--- src/rtl/dlx_fetch_stage.sv ---
// dlx_fetch_stage: DLX instruction fetch with IF/ID pipeline register.
// Holds the PC and issues word fetches over a req/ready handshake. Redirects
// to branch/jump targets. Stalls are absorbed by a one-entry skid buffer.
// Build option: define DLX_DELAY_SLOT_EN for an architectural branch delay slot.
// With it defined, a redirect does not flush IF/ID, and the response still in
// flight at redirect time is delivered. Without it, old-path instructions are
// flushed on redirect.
module dlx_fetch_stage #(
    parameter logic [31:0] RESET_PC   = 32'h0000_0000,
    parameter logic [31:0] BUBBLE_INS = 32'h0000_0000
) (
    input  logic        clk,
    input  logic        rst_n,
    output logic        imem_req,
    output logic [31:0] imem_addr,
    input  logic        imem_ready,
    input  logic [31:0] imem_data,
    input  logic        stall,
    input  logic        redirect_valid,
    input  logic [31:0] redirect_target,
    output logic [31:0] ifid_ins,
    output logic [31:0] ifid_pc4,
    output logic        ifid_valid
);

    localparam logic [1:0] S_FETCH = 2'd0;
    localparam logic [1:0] S_HOLD  = 2'd1;
    localparam logic [1:0] S_DRAIN = 2'd2;

    logic [1:0]  state, state_n;
    logic [31:0] pc, pc_n;
    logic [31:0] pend_target, pend_n;
    logic [31:0] skid_ins, skid_ins_n;
    logic [31:0] skid_pc4, skid_pc4_n;
    logic [31:0] ins_n, pc4_n;
    logic        vld_n;
    // High for the single cycle after reset release; keeps the request low.
    logic        boot;

    logic        complete;
    logic [31:0] pc_plus4;
    logic [31:0] tgt;

    // The request is raised in FETCH and DRAIN. It drops only in HOLD, and HOLD
    // is entered only on a completing cycle, so a request is never withdrawn.
    assign imem_req  = !boot && (state != S_HOLD);
    // The PC is always word aligned, so the low address bits are zero.
    assign imem_addr = pc;
    assign complete  = imem_req && imem_ready;
    assign pc_plus4  = pc + 32'd4;
    assign tgt       = redirect_target & ~32'd3;

    // Next-state logic: the base behaviour first, then the redirect overlay.
    always_comb begin
        state_n    = state;
        pc_n       = pc;
        pend_n     = pend_target;
        ins_n      = ifid_ins;
        pc4_n      = ifid_pc4;
        vld_n      = ifid_valid;
        skid_ins_n = skid_ins;
        skid_pc4_n = skid_pc4;

        case (state)
            S_FETCH: begin
                if (complete) begin
                    pc_n = pc_plus4;
                    if (stall) begin
                        skid_ins_n = imem_data;
                        skid_pc4_n = pc_plus4;
                        state_n    = S_HOLD;
                    end else begin
                        ins_n = imem_data;
                        pc4_n = pc_plus4;
                        vld_n = 1'b1;
                    end
                end else if (!stall) begin
                    ins_n = BUBBLE_INS;
                    vld_n = 1'b0;
                end
            end
            S_HOLD: begin
                if (!stall) begin
                    ins_n   = skid_ins;
                    pc4_n   = skid_pc4;
                    vld_n   = 1'b1;
                    state_n = S_FETCH;
                end
            end
            S_DRAIN: begin
`ifdef DLX_DELAY_SLOT_EN
                // The drained response is the delay-slot instruction.
                if (complete) begin
                    pc_n = pend_target;
                    if (stall) begin
                        skid_ins_n = imem_data;
                        skid_pc4_n = pc_plus4;
                        state_n    = S_HOLD;
                    end else begin
                        ins_n   = imem_data;
                        pc4_n   = pc_plus4;
                        vld_n   = 1'b1;
                        state_n = S_FETCH;
                    end
                end else if (!stall) begin
                    ins_n = BUBBLE_INS;
                    vld_n = 1'b0;
                end
`else
                // The drained response is wrong-path and is dropped.
                if (complete) begin
                    pc_n    = pend_target;
                    state_n = S_FETCH;
                end
                if (!stall) begin
                    ins_n = BUBBLE_INS;
                    vld_n = 1'b0;
                end
`endif
            end
            default: state_n = S_FETCH;
        endcase

        if (redirect_valid) begin
`ifdef DLX_DELAY_SLOT_EN
            // The delay slot leaves IF/ID and the skid untouched.
`else
            ins_n = BUBBLE_INS;
            vld_n = 1'b0;
`endif
            case (state)
                S_FETCH: begin
                    // Nothing is outstanding during boot, so jump straight there.
                    if (complete || boot) begin
                        pc_n = tgt;
`ifdef DLX_DELAY_SLOT_EN
`else
                        state_n = S_FETCH;
`endif
                    end else begin
                        pend_n  = tgt;
                        state_n = S_DRAIN;
                    end
                end
                S_HOLD: begin
                    pc_n = tgt;
`ifdef DLX_DELAY_SLOT_EN
`else
                    state_n = S_FETCH;
`endif
                end
                S_DRAIN: begin
                    // The latest redirect wins.
                    if (complete) pc_n = tgt;
                    else          pend_n = tgt;
                end
                default: ;
            endcase
        end
    end

    // State registers: asynchronous reset, rising-edge update.
    always_ff @(posedge clk or negedge rst_n) begin
        if (!rst_n) begin
            state       <= S_FETCH;
            pc          <= RESET_PC;
            pend_target <= '0;
            boot        <= 1'b1;
            skid_ins    <= '0;
            skid_pc4    <= '0;
            ifid_ins    <= BUBBLE_INS;
            ifid_pc4    <= '0;
            ifid_valid  <= 1'b0;
        end else begin
            state       <= state_n;
            pc          <= pc_n;
            pend_target <= pend_n;
            boot        <= 1'b0;
            skid_ins    <= skid_ins_n;
            skid_pc4    <= skid_pc4_n;
            ifid_ins    <= ins_n;
            ifid_pc4    <= pc4_n;
            ifid_valid  <= vld_n;
        end
    end

endmodule
--- config.mk ---
export PLATFORM = sky130hd
export DESIGN_NAME = dlx_fetch_stage
export DESIGN_NICKNAME = d
export VERILOG_FILES = /design/src/rtl/dlx_fetch_stage.sv
export SDC_FILE = /design/constraint.sdc
export NUM_CORES = 1
export LEC_CHECK = 0
export CORE_UTILIZATION = 59
export DETAILED_ROUTE_END_ITERATION = 7
export HOLD_SLACK_MARGIN = 0.15
export PLACE_DENSITY = 0.95
export SLEW_MARGIN = 20
export SYNTH_ARGS = -nofsm -noshare
export SYNTH_HDL_FRONTEND = slang
export SYNTH_SLANG_ARGS = --single-unit
export TNS_END_PERCENT = 5
--- constraint.sdc ---
create_clock -name clk -period 6.4 [get_ports clk]
set_clock_uncertainty 0.1 [all_clocks]
set_input_delay 1.28 -clock clk [delete_from_list [all_inputs] [get_ports clk]]
set_output_delay 1.28 -clock clk [all_outputs]
set_load 0.05 [all_outputs]
### Yosys cells after proc, flatten, opt, wreduce, memory -nomap -nowiden

Index checks and enable logic that the tools add are counted.

| word-level totals | value |
|---|---|
| register bits after elaboration | 196 |
| input bits | 69 |
| output and inout bits | 98 |

| operators by class | value |
|---|---|
| add/subtract/negate cells | 1 |
| muxes and demuxes | 33 |
| reduce and logical (&&, ||, !) cells | 12 |
| equality and inequality tests | 10 |

Operator list:

| cell | number |
|---|---|
| $mux 32 | 15 |
| $pmux 32 s2 | 3 |
| $pmux 32 s3 | 2 |
| $add 32x3->32 const B | 1 |
| $mux 2 | 6 |
| $ne 2x2->1 const B | 5 |
| $reduce_and 4->1 | 2 |
| $pmux 2 s3 | 1 |
| $reduce_and 3->1 | 2 |
| $mux 1 | 4 |
| $ne 4x4->1 const B | 1 |
| $pmux 2 s2 | 1 |
| $reduce_bool 2->1 | 2 |
| $reduce_bool 4->1 | 1 |
| $ne 3x3->1 const B | 1 |
| $pmux 1 s3 | 1 |
| $eq 2x1->1 const B | 1 |
| $eq 2x2->1 const B | 1 |
| $logic_and 1x1->1 | 2 |
| $logic_not 2->1 | 1 |
| $ne 2x1->1 const B | 1 |
| $logic_not 1->1 | 1 |
| $logic_or 1x1->1 | 1 |

### Longest topological paths before layout

| logic depth | value |
|---|---|
| word-level depth | 8 |
| gate-level depth with buffers | 11 |

### Worst setup path after synthesis

OpenSTA, ideal clock, no wires.

| path | value |
|---|---|
| path type | register to output |
| start point | register state[1] |
| end point | output imem_req |
| data arrival time | 1,813 ps |
| cell stages (with the launch flop) | 7 |
| buffers on the path | 3 |
| slack | 3,207 ps |
| data required time | 5,020 ps |
| path through | dfrtp_1 > inv_1 > ha_1 > buf_6 > clkbuf_1 > clkbuf_1 > nor2_1 |

| between the ends | value |
|---|---|
| cells in the longest elaborated chain, start to end | 2 |

RTL lines:

| item | line | RTL |
|---|---|---|
| from (decl) | 30 | `logic [1:0] state, state_n;` |
| from (signal assigned) | 175 | `state <= state_n;` |
| $ne 2x1->1 | 46 | `assign imem_req = !boot && (state != S_HOLD);` |
| $logic_and 1x1->1 | 46 |  |
| to (decl) | 14 | `output logic imem_req,` |

Every way passes these cells.

### Worst setup path after layout

Same ends and word-level chain as after synthesis.

==> results.py <==
metrics = {
    "floorplanning": {
        "core-area_mm2": 0.0173,
        "pin_count": 167,
        "fp.dieW_um": 135,
        "initial_core_util_pct": 60.3,
        "dieArea_mm2": 0.0182,
        "rows": 48,
        "dieHeight_um": 135,
    },
    "critical_path": {
        "slowest_stage": "ha_1",
        "path_max_fanout": 24,
        "crit_path_start_kind": "flop",
        "endpoint_kind": "primary output",
        "crit_chain": "inv_1 > ha_1 > nor2_1 > clkdlybuf4s50_1",
        "r2r-end": "imem_addr[20]",
        "worstPathRequired_ns": 5.02,
        "r2r_cells": 7,
        "r2r_start": "state[1]",
        "rrSetupSlack_ns": 2.64,
        "worstSetupPathType": "flop to primary output",
        "max_stage_delay_ns": 0.85,
        "cp.arrival_ns": 2.71,
    },
    "logic_synthesis": {
        "synth_most_common_cell": "nand2_1",
        "synthFlopType": "dfrtp_1",
        "synthTopCellsByArea": "dfrtp_1 (46%), nand2_1 (8.7%), mux2_2 (3.0%)",
        "netlist_area_mm2": 0.0104,
        "syn_nets": 1206,
        "ys_types": 64,
        "yosysTopAreaCellShare_pct": 46.3,
        "synth_top_area_cell": "dfrtp_1",
        "synth_commonest_cells": "nand2_1 (241), dfrtp_1 (193), clkbuf_1 (65), and3_1 (44), nor2_1 (42)",
        "yosysSeqAreaShare_pct": 46.6,
        "async_flop_share_pct": 100,
        "synth_cells": 1132,
        "syn_area_per_cell_um2": 9.21,
        "ys_seq_elements": 194,
        "synth_edf_count": 0,
        "synth_warnings": 0,
    },
    "clocking": {
        "clockBufferDepth": 2,
        "worstSkewPairLatency_ns": 0.44,
        "clockRootBuffer": "clkbuf_16",
        "cts.sinks": 194,
        "cts_setup_buffers": 0,
        "cts_tree": "done",
        "cts.repair.resized": 0,
        "ctsHoldBuffers": 0,
        "h-tree-depth": 4,
        "cts_buffers": 17,
        "clkSlewWorstSetupHoldPaths_ns": 0.07,
    },
    "timing": {
        "fmax_mhz": 244,
        "setup_viol": 0,
        "fin_crit_ns": 4.09,
        "slew_violations": 0,
        "period_share_pct": 64.0,
        "rsz0062_at_grt": "no",
        "hold_viol": 0,
        "timing.setup.tns_ns": 0,
        "worst_pin_slew_ns": 1.02,
        "relSlewSlack_pct": 32.1,
    },
    "final_layout": {
        "drive_gt1_share_pct": 8.03,
        "fillers": 1207,
        "n_antenna_cell": 0,
        "area_delta_synth_final_pct": 21.5,
        "nets": 1307,
        "stdcell_count": 1471,
    },
    "min_path": {
        "min_to": "skid_ins[22]",
        "whs_path_depth": 2,
        "hold_path_class": "flop to flop",
        "hold_start": "skid_ins[22]",
    },
    "power": {
        "power_frac_comb_pct": 51.3,
        "p_leak_uw": 0.00557,
        "clockPowerShare_pct": 15.7,
        "switchingPower_uw": 3360,
        "sw_frac_of_total_pct": 47.9,
        "seqPwrFrac_pct": 33.0,
        "vdd_drop_max_mv": 0.387,
        "p_per_area_mw_per_mm2": 553,
        "fin_total_pwr_uw": 7010,
        "p_int_uw": 3650,
    },
    "routing": {
        "drcViolationCount": 0,
        "drtIter0Drc": 1139,
        "drt-total-wl_mm": 29.5,
        "avgViaCountPerCell": 6.54,
        "vias": 9616,
        "postRouteAntennaNets": 0,
        "wl_per_cell_um": 20.1,
        "drt_first_pass_iters": 6,
    },
    "place": {
        "gp_congestion": 0.919,
        "portBuffers": 164,
        "dp.cells": 1438,
        "hpwl_mm": 18.7,
    },
    "job": {
        "maxCapViolations": 0,
    },
    "grt": {
        "grt_max_degree": 94,
        "antenna_found_initial": 0,
        "grt_first_pass_wirelength_mm": 47.5,
        "grt_pass1_vias": 9441,
        "grt_usage_pct": 33.3,
        "grt-ovfl-total": 0,
    },
    "run_status": {
        "status": "complete, no violations",
    },
}
[power groups by stage]
stage | sequential [µW] | clock [µW] | combinational, µW
2_1_floorplan | 3110 | 0 | 1560
6_report | 2320 | 1100 | 3600
3_5_place_dp | 2300 | 0 | 3530
3_3_place_gp | 2270 | 0 | 3420
4_1_cts | 2290 | 1100 | 3560
5_1_grt | 2370 | 1150 | 3830
[layer usage]
layer	global-route usage [%]	share of wire, %	up-vias
met2	52.1	47	618
li1	-	-	4268
met4	14.9	3.1	0
met5	0	0	-
met1	45.0	40	4635
met3	6.42	9.8	95
[area by class of cell]
type                    instances  area (µm²)  share of cell area [%]
multi-input cells             828        5120                    40.4
flip-flops and latches        194        4860                    38.3
repair buffers                180        1770                    14.0
clock buffers                  18         429                    3.39
well taps                     225         282                    2.22
clock inverters                14         166                    1.31
inverters                      12        45.0                   0.355
[worst max path at each step]
stage / from / to / slack, ns / cells after the start
2_1_floorplan: state[1] / imem_req / 3.21 / 6
6_report: state[1] / imem_req / 2.31 / 4
4_1_cts: state[1] / imem_req / 2.37 / 4
3_3_place_gp: imem_ready / imem_addr[31] / 2.10 / 6
3_5_place_dp: imem_ready / imem_addr[31] / 2.04 / 6
5_1_grt: state[1] / imem_req / 2.17 / 4
[kinds of logic (layout without fill, tap and decap cells)]
logic type / after synthesis / in the layout / synth area share (%)
compound gates: 255 / 255 / 17.6
flops: 194 / 194 / 46.6
simple gates: 483 / 483 / 22.4
mux: 58 / 58 / 6.00
xor+xnor: 26 / 26 / 2.18
other cells: 1 / 1 / 0.0360
fa+ha+maj: 5 / 5 / 0.600
buf+inv: 110 / 224 / 4.66
[stage by stage]
| step | hold WS, ns | setup WS [ns] | util (%) | area [µm²] |
|---|---|---|---|---|
| after floorplan | 0.345 | 3.21 | - | 10400 |
| after global placement | 0.357 | 2.10 | 69.6 | 12000 |
| after detailed placement | 0.362 | 2.04 | 69.6 | 12000 |
| after CTS | 0.380 | 2.37 | 73.1 | 12600 |
| after global routing | 0.396 | 2.17 | 73.3 | 12700 |
| final | 0.377 | 2.31 | 73.3 | 12700 |
[registers in the layout, summed over array words and instances (netlist names)]
signal	count
imem_addr	32
boot	1
skid_pc4	32
state	2
skid_ins	32
ifid_ins	32
ifid_valid	1
ifid_pc4	32
pend_target	30
[placed cells by master, fill, tap and decap left out, types with 16 or more instances in the layout]
master,instances
clkdlybuf4s50_1,162
a21oi_1,26
nor3_1,37
mux2i_1,22
a211oi_1,28
a22o_1,32
clkbuf_16,17
mux2_2,28
nand4_1,17
dfrtp_1,193
nor2b_1,36
xor2_1,16
nand2_1,241
o21ai_0,40
and3_1,44
o31ai_1,39
nor2_1,41
nand3_1,23
[worst max-delay path: cells and delay by family, from the launching register on]
kind          cells  cell delay [ns]
buf+inv           2             0.87
flops             1             0.42
simple gates      1             0.13
fa+ha+maj         1             0.85
Power figures use the tool's default switching activity.
